--- src/rtl/serial_subtractor.sv ---
// serial_subtractor: bit-serial WIDTH-bit subtractor (diff = a - b), one bit per clock,
// LSB first, with a registered borrow and a start/done handshake.
// Optional feature: define SERIAL_SUB_OVF_EN to add the signed `overflow` output.
module serial_subtractor #(
  parameter int WIDTH = 8
) (
  input  logic             clk,
  input  logic             reset,
  input  logic             start,
  input  logic [WIDTH-1:0] a,
  input  logic [WIDTH-1:0] b,
  output logic             busy,
  output logic             done,
  output logic [WIDTH-1:0] diff,
  output logic             borrow
`ifdef SERIAL_SUB_OVF_EN
  ,
  output logic             overflow
`endif
);

  localparam int CNT_W = $clog2(WIDTH);
  localparam logic [CNT_W-1:0] LAST_BIT = CNT_W'(WIDTH - 1);

  typedef enum logic [1:0] {
    IDLE = 2'd0,
    RUN  = 2'd1,
    DONE = 2'd2
  } state_t;

  state_t state_q, state_d;

  logic [WIDTH-1:0] a_sh_q, a_sh_d;
  logic [WIDTH-1:0] b_sh_q, b_sh_d;
  logic [WIDTH-1:0] res_q, res_d;
  logic [WIDTH-1:0] diff_q, diff_d;
  logic [CNT_W-1:0] cnt_q, cnt_d;
  logic             br_q, br_d;
  logic             borrow_q, borrow_d;
  logic             busy_q, busy_d;
  logic             done_q, done_d;

`ifdef SERIAL_SUB_OVF_EN
  logic a_sgn_q, a_sgn_d;
  logic b_sgn_q, b_sgn_d;
  logic ovf_q, ovf_d;
`endif

  logic             d_bit;
  logic             br_nxt;
  logic [WIDTH-1:0] res_shift;

  // Single full-subtractor cell: returns {borrow_out, difference_bit}.
  function automatic logic [1:0] full_sub(input logic x, input logic y, input logic bin);
    logic dbit;
    logic bout;
    dbit = x ^ y ^ bin;
    bout = (~x & y) | (~(x ^ y) & bin);
    return {bout, dbit};
  endfunction

  assign {br_nxt, d_bit} = full_sub(a_sh_q[0], b_sh_q[0], br_q);
  assign res_shift       = {d_bit, res_q[WIDTH-1:1]};

  // Next-state and datapath update: accept in IDLE/DONE, one bit per cycle in RUN.
  always_comb begin
    state_d  = state_q;
    a_sh_d   = a_sh_q;
    b_sh_d   = b_sh_q;
    res_d    = res_q;
    diff_d   = diff_q;
    cnt_d    = cnt_q;
    br_d     = br_q;
    borrow_d = borrow_q;
`ifdef SERIAL_SUB_OVF_EN
    a_sgn_d  = a_sgn_q;
    b_sgn_d  = b_sgn_q;
    ovf_d    = ovf_q;
`endif

    case (state_q)
      IDLE, DONE: begin
        if (start) begin
          a_sh_d  = a;
          b_sh_d  = b;
          res_d   = '0;
          br_d    = 1'b0;
          cnt_d   = '0;
`ifdef SERIAL_SUB_OVF_EN
          a_sgn_d = a[WIDTH-1];
          b_sgn_d = b[WIDTH-1];
`endif
          state_d = RUN;
        end else begin
          state_d = IDLE;
        end
      end
      RUN: begin
        a_sh_d = a_sh_q >> 1;
        b_sh_d = b_sh_q >> 1;
        res_d  = res_shift;
        br_d   = br_nxt;
        cnt_d  = cnt_q + CNT_W'(1);
        if (cnt_q == LAST_BIT) begin
          // Outputs change only here, so they hold across the next accept.
          diff_d   = res_shift;
          borrow_d = br_nxt;
`ifdef SERIAL_SUB_OVF_EN
          // d_bit is the result MSB on the final step.
          ovf_d    = (a_sgn_q != b_sgn_q) && (d_bit != a_sgn_q);
`endif
          state_d  = DONE;
        end
      end
      default: state_d = IDLE;
    endcase

    busy_d = (state_d == RUN);
    done_d = (state_d == DONE);
  end

  // State and datapath registers; reset discards any in-flight operation.
  always_ff @(posedge clk) begin
    if (reset) begin
      state_q  <= IDLE;
      a_sh_q   <= '0;
      b_sh_q   <= '0;
      res_q    <= '0;
      diff_q   <= '0;
      cnt_q    <= '0;
      br_q     <= 1'b0;
      borrow_q <= 1'b0;
      busy_q   <= 1'b0;
      done_q   <= 1'b0;
`ifdef SERIAL_SUB_OVF_EN
      a_sgn_q  <= 1'b0;
      b_sgn_q  <= 1'b0;
      ovf_q    <= 1'b0;
`endif
    end else begin
      state_q  <= state_d;
      a_sh_q   <= a_sh_d;
      b_sh_q   <= b_sh_d;
      res_q    <= res_d;
      diff_q   <= diff_d;
      cnt_q    <= cnt_d;
      br_q     <= br_d;
      borrow_q <= borrow_d;
      busy_q   <= busy_d;
      done_q   <= done_d;
`ifdef SERIAL_SUB_OVF_EN
      a_sgn_q  <= a_sgn_d;
      b_sgn_q  <= b_sgn_d;
      ovf_q    <= ovf_d;
`endif
    end
  end

  assign busy   = busy_q;
  assign done   = done_q;
  assign diff   = diff_q;
  assign borrow = borrow_q;
`ifdef SERIAL_SUB_OVF_EN
  assign overflow = ovf_q;
`endif

endmodule

--- config.mk ---
export PLATFORM = sky130hd
export DESIGN_NAME = serial_subtractor
export DESIGN_NICKNAME = d
export VERILOG_FILES = /design/src/rtl/serial_subtractor.sv
export SDC_FILE = /design/constraint.sdc
export NUM_CORES = 1
export LEC_CHECK = 0
export CORE_ASPECT_RATIO = 0.6
export CORE_MARGIN = 1
export CORE_UTILIZATION = 50
export CTS_CLUSTER_SIZE = 12
export DETAILED_ROUTE_END_ITERATION = 10
export HOLD_SLACK_MARGIN = 0.12
export PLACE_DENSITY = 0.78
export SYNTH_ARGS = -nofsm -noshare
export SYNTH_HDL_FRONTEND = slang
export SYNTH_SLANG_ARGS = --single-unit
--- constraint.sdc ---
create_clock -name clk -period 1.7 [get_ports clk]
set_input_delay 0.255 -clock clk [delete_from_list [all_inputs] [get_ports clk]]
set_output_delay 0.255 -clock clk [all_outputs]
set_load 0.02 [all_outputs]
Yosys cells after proc, flatten, opt, wreduce, memory -nomap -nowiden:

Cells that the tools add are included.

* flip-flop bits (word level): 41
* output and inout bits: 11

* reduce and logical (&&, ||, !) cells: 5
* muxes and demuxes: 13
* add/subtract/negate cells: 1
* bitwise gates (word level): 7
* equality and inequality tests: 6

Operators with widths (count)
* 8-bit one-hot mux with 2 select lines: 3
* 8-bit 2-to-1 mux: 3
* 3-bit one-hot mux with 2 select lines: 1
* 2-bit by 1-bit equality test with 1-bit output, second input constant: 2
* 2-bit equality test, second input constant: 2
* 2-bit one-hot mux with 2 select lines: 1
* 2-bit AND reduction: 2
* 3-bit by 1-bit adder with 3-bit output, second input constant: 1
* 3-bit equality test, second input constant: 1
* 3-bit 2-to-1 mux: 1
* 1-bit bitwise AND: 2
* 2-bit zero test: 1
* 1-bit 2-to-1 mux: 2
* 2-bit 2-to-1 mux: 1
* 2-bit inequality test, second input constant: 1
* 1-bit inverter: 2
* 1-bit one-hot mux with 2 select lines: 1
* 2-bit nonzero test: 1
* 2-bit OR reduction: 1
* 1-bit XOR: 2
* 1-bit bitwise OR: 1

Longest topological paths before layout:

* depth in word-level cells: 5
* depth in mapped cells: 5

Worst setup path after synthesis:

Ideal clock, no wire load.

* path kind: reg2reg
* from: reg cnt_q[0]
* to: reg busy_q, in the netlist busy
* path buffers: 1
* arrival: 1.125 ns
* period minus slack after synthesis: 1.253 ns
* cell stages (with the launch flop): 6
* slack: 0.447 ns
* setup time: 0.128 ns
* cell sequence: dfxtp_1 -> ha_1 -> ha_1 -> clkbuf_1 -> o21a_1 -> nor2_1

* cells in the longest elaborated chain, start to end: 4

Ends and longest elaborated chain
* from (decl): line 37 `logic [CNT_W-1:0] cnt_q, cnt_d;`
* from (signal assigned): line 146 `cnt_q <= cnt_d;`
* 3-bit equality test: line 104 `if (cnt_q == LAST_BIT) begin`
* 2-bit 2-to-1 mux: line 104
* 2-bit one-hot mux with 2 select lines: line 81 `case (state_q)`
* 2-bit by 1-bit equality test with 1-bit output: line 118 `busy_d = (state_d == RUN);`
* to (signal assigned): line 149 `busy_q <= busy_d;`
* to (decl): line 40 `logic busy_q, busy_d;`

No other way between the ends.
A chain may end at the register's enable or synchronous reset.

Final worst setup path:

* from: reg diff_q[0], in the netlist diff[0]
* to: out diff[0]

RTL lines
* from (decl): line 36 `logic [WIDTH-1:0] diff_q, diff_d;`
* from (signal assigned): line 145 `diff_q <= diff_d;`
* to (decl): line 14 `output logic [WIDTH-1:0] diff,`

No word-level cell between the ends.

==> flow_summary.toml <==
[run_status]
status = "completed"

[die]
die_h_microns = 45.22
initial_utilization_pct = 53.51
num_io_pins = 30
fp.dieArea_sq_mm = 0.003347
core_sq_mm = 0.002909
rows = 15
die_w_microns = 74.03

[critical_path]
crit_chain = "clkdlybuf4s50_1"
critical_path_class = "register to primary output"
crit_buf_inv = 1
rr_startpoint = "cnt_q[0]$_SDFFE_PP0P_"
required_ns = 1.44
cp_max_fo = 2
crit_path_top_delay_cell = "clkdlybuf4s50_1"
slowest_delay_ns = 0.61
startpoint = "diff[0]$_SDFFE_PP0P_"
endpoint_kind = "primary output"
crit_arrival_ns = 1.26
critPathLaunchType = "register"
cp_top_family = "buffers and inverters"

[min_path]
min-delay-path-class = "register to register"
min-delay-start = "diff[4]$_SDFFE_PP0P_"

[logic_synthesis]
muxShareOfSynthArea_pct = 0
synth_xor_xnor_area_share_pct = 0
ys.flop_type = "dfxtp_1"
synthTopCellsByArea = "dfxtp_1, nor3_1, a21oi_1, nand3_1, o22ai_1"
synth_top_area_share_pct = 51.45
synth.net_count = 199
yosys.area_share.simple_pct = 23.71
synth-compound-area-share_pct = 14.71
synth_cell_types = 20
synth.avg_cell_area_sq_um = 8.794
synth_edf_count = 0
synth_largest_area_cell = "dfxtp_1"
ys_ff_latch = 40
synth_most_common_cell = "dfxtp_1"
synth_top_family_by_area = "simple AND/OR/NAND/NOR gates"
syn_area_sq_mm = 0.001556
syn_inst = 177
yosysSeqAreaShare_pct = 51.45
yosys.area_share.adder_pct = 2.894
synth-async-reset-ratio_pct = 0
yosys-top-cells-count = "dfxtp_1, nor3_1, a21oi_1"
ys_warn_count = 0

[layout]
layout-drive-gt1-share_pct = 7.805
fill_cells = 227
nNetsFinal = 226
register_area_sq_um = 800.8
synthToLayoutAreaGrowth_pct = 27.41
fin_util_pct = 68.17
multi_input_area_sq_um = 643.1
n_antenna_cell = 0

[clock_tree]
cts_sinks = 40
cts-buffers-inserted = 5
clk_pin_slew_ns = 0.08
post_cts_buffers = 0
clock_latency_ns = 0.30
cts_max_path_buffers = 2
htree_num_levels = 2
cts-root-buf = "clkbuf_8"
hold_buffers = 0
cts_resized = 0
cts_tree = "done"

[detailed_routing]
post_drt_wl_per_cell_microns = 14.06
drc = 0
vias = 1372
ant_nets = 0
drtPass1Iterations = 4
first_iter_violations = 109
drt-total-wl_microns = 3474
routed_via_density = 5.555

[power]
power.leakage_nw = 0.6907
power_density_mw_per_mm2 = 1031
vdd_ir_drop_max_v = 0.0005513

[timing]
slew_headroom_pct = 67.49
setup_viol = 0
min_period_over_period_pct = 88.90
rsz0062_at_grt = "no"
skew_ns = 0.007237
tightestPinTransition_ns = 0.4876
final.min_clock_period_ns = 1.511
setup-tns-final_ns = 0
max_freq_mhz = 661.7
finalHoldViolations = 0
maxSlewViolCount = 0

[placed_design]
gp_congestion = 0.7706
portBuffers = 29
dp_hpwl_microns = 2231

[grt]
grt_pass1_vias = 1229
grt_first_pass_wirelength_microns = 5685
grt_remaining_overflow = 0
grt_max_degree = 41
track_usage_pct = 23.36
antenna_found_initial = 0

[job]
drv_cap = 0
==> area by class of cell <==
type | instances | area share, %
clock buffer | 5 | 3.470
clock inverter | 3 | 2.145
inverter | 2 | 0.3785
multi-input combinational | 119 | 32.43
sequential | 40 | 40.38
tap | 42 | 2.650
timing repair buffer | 36 | 18.55
==> layer usage <==
metal | vias up | part of all wire [%] | GRT usage [%] | wire [microns]
li1 | 680 | - | - | -
met1 | 640 | 46 | 29.85 | 1605
met2 | 48 | 46 | 36.36 | 1604
met3 | 4 | 6.6 | 9.821 | 230
met4 | 0 | 0.98 | 6.923 | 34
met5 | - | 0 | 0 | 0
==> per-stage QoR <==
step                      hold slack (ns)  total power, mW  cells  area (sq um)  setup WS (ns)
final                              0.4661            2.044    247          1983         0.1886
after global routing               0.4911            2.129    247          1983         0.1490
after CTS                          0.4660            2.053    247          1983         0.1815
after detailed placement           0.4538            1.284    239          1872         0.1961
after global placement             0.4485            1.274    239          1872         0.2547
after floorplan                    0.3910            1.203    177          1556         0.4472
==> worst register-to-register path, stage by stage (launching register included) <==
cell and delay (ns):
dfxtp_1 0.34, ha_1 0.20, ha_1 0.20, nand3b_1 0.34, nand2_1 0.12, a21oi_1 0.15
==> final timing paths <==
| check | to | slack, ns | depth (start not counted) |
|---|---|---|---|
| worst max register to register | diff[0]$_SDFFE_PP0P_ | 0.28 | 5 |
| worst max-delay path | diff[0] | 0.19 | 1 |
| worst min-delay path | diff[4]$_SDFFE_PP0P_ | 0.47 | 2 |
| worst min register to register | diff[4]$_SDFFE_PP0P_ | 0.47 | 2 |
==> registers in the layout, indices dropped and copies added, names as in the netlist <==
register,cells
state_q,2
diff,8
br_q,1
a_sh_q,8
cnt_q,3
busy,1
b_sh_q,8
res_q,7
borrow,1
done,1
==> power by group <==
part           internal, mW  total, mW  switching, mW
clock network         0.434      0.776          0.342
logic                 0.123      0.256          0.134
registers             0.984       1.01         0.0273
total                  1.54       2.04          0.503
==> cell families after synthesis <==
kind of cell / Yosys count
buf+inv: 18
flops: 40
compound gates: 39
simple gates: 77
fa+ha+maj: 3
==> placed cells by master (no fill, tap or decap) <==
cell,count
a21oi_1,22
a311oi_1,1
a311oi_2,1
and2b_1,2
buf_12,2
buf_4,5
bufinv_16,1
clkbuf_8,5
clkdlybuf4s50_1,29
clkinv_2,1
clkinvlp_4,1
dfxtp_1,40
fa_1,1
ha_1,2
inv_1,2
nand2_1,19
nand2b_1,4
nand3_1,21
nand3b_1,1
nor2_1,4
nor3_1,26
o21a_1,1
o22ai_1,14
(Power assumes the default switching activity.)
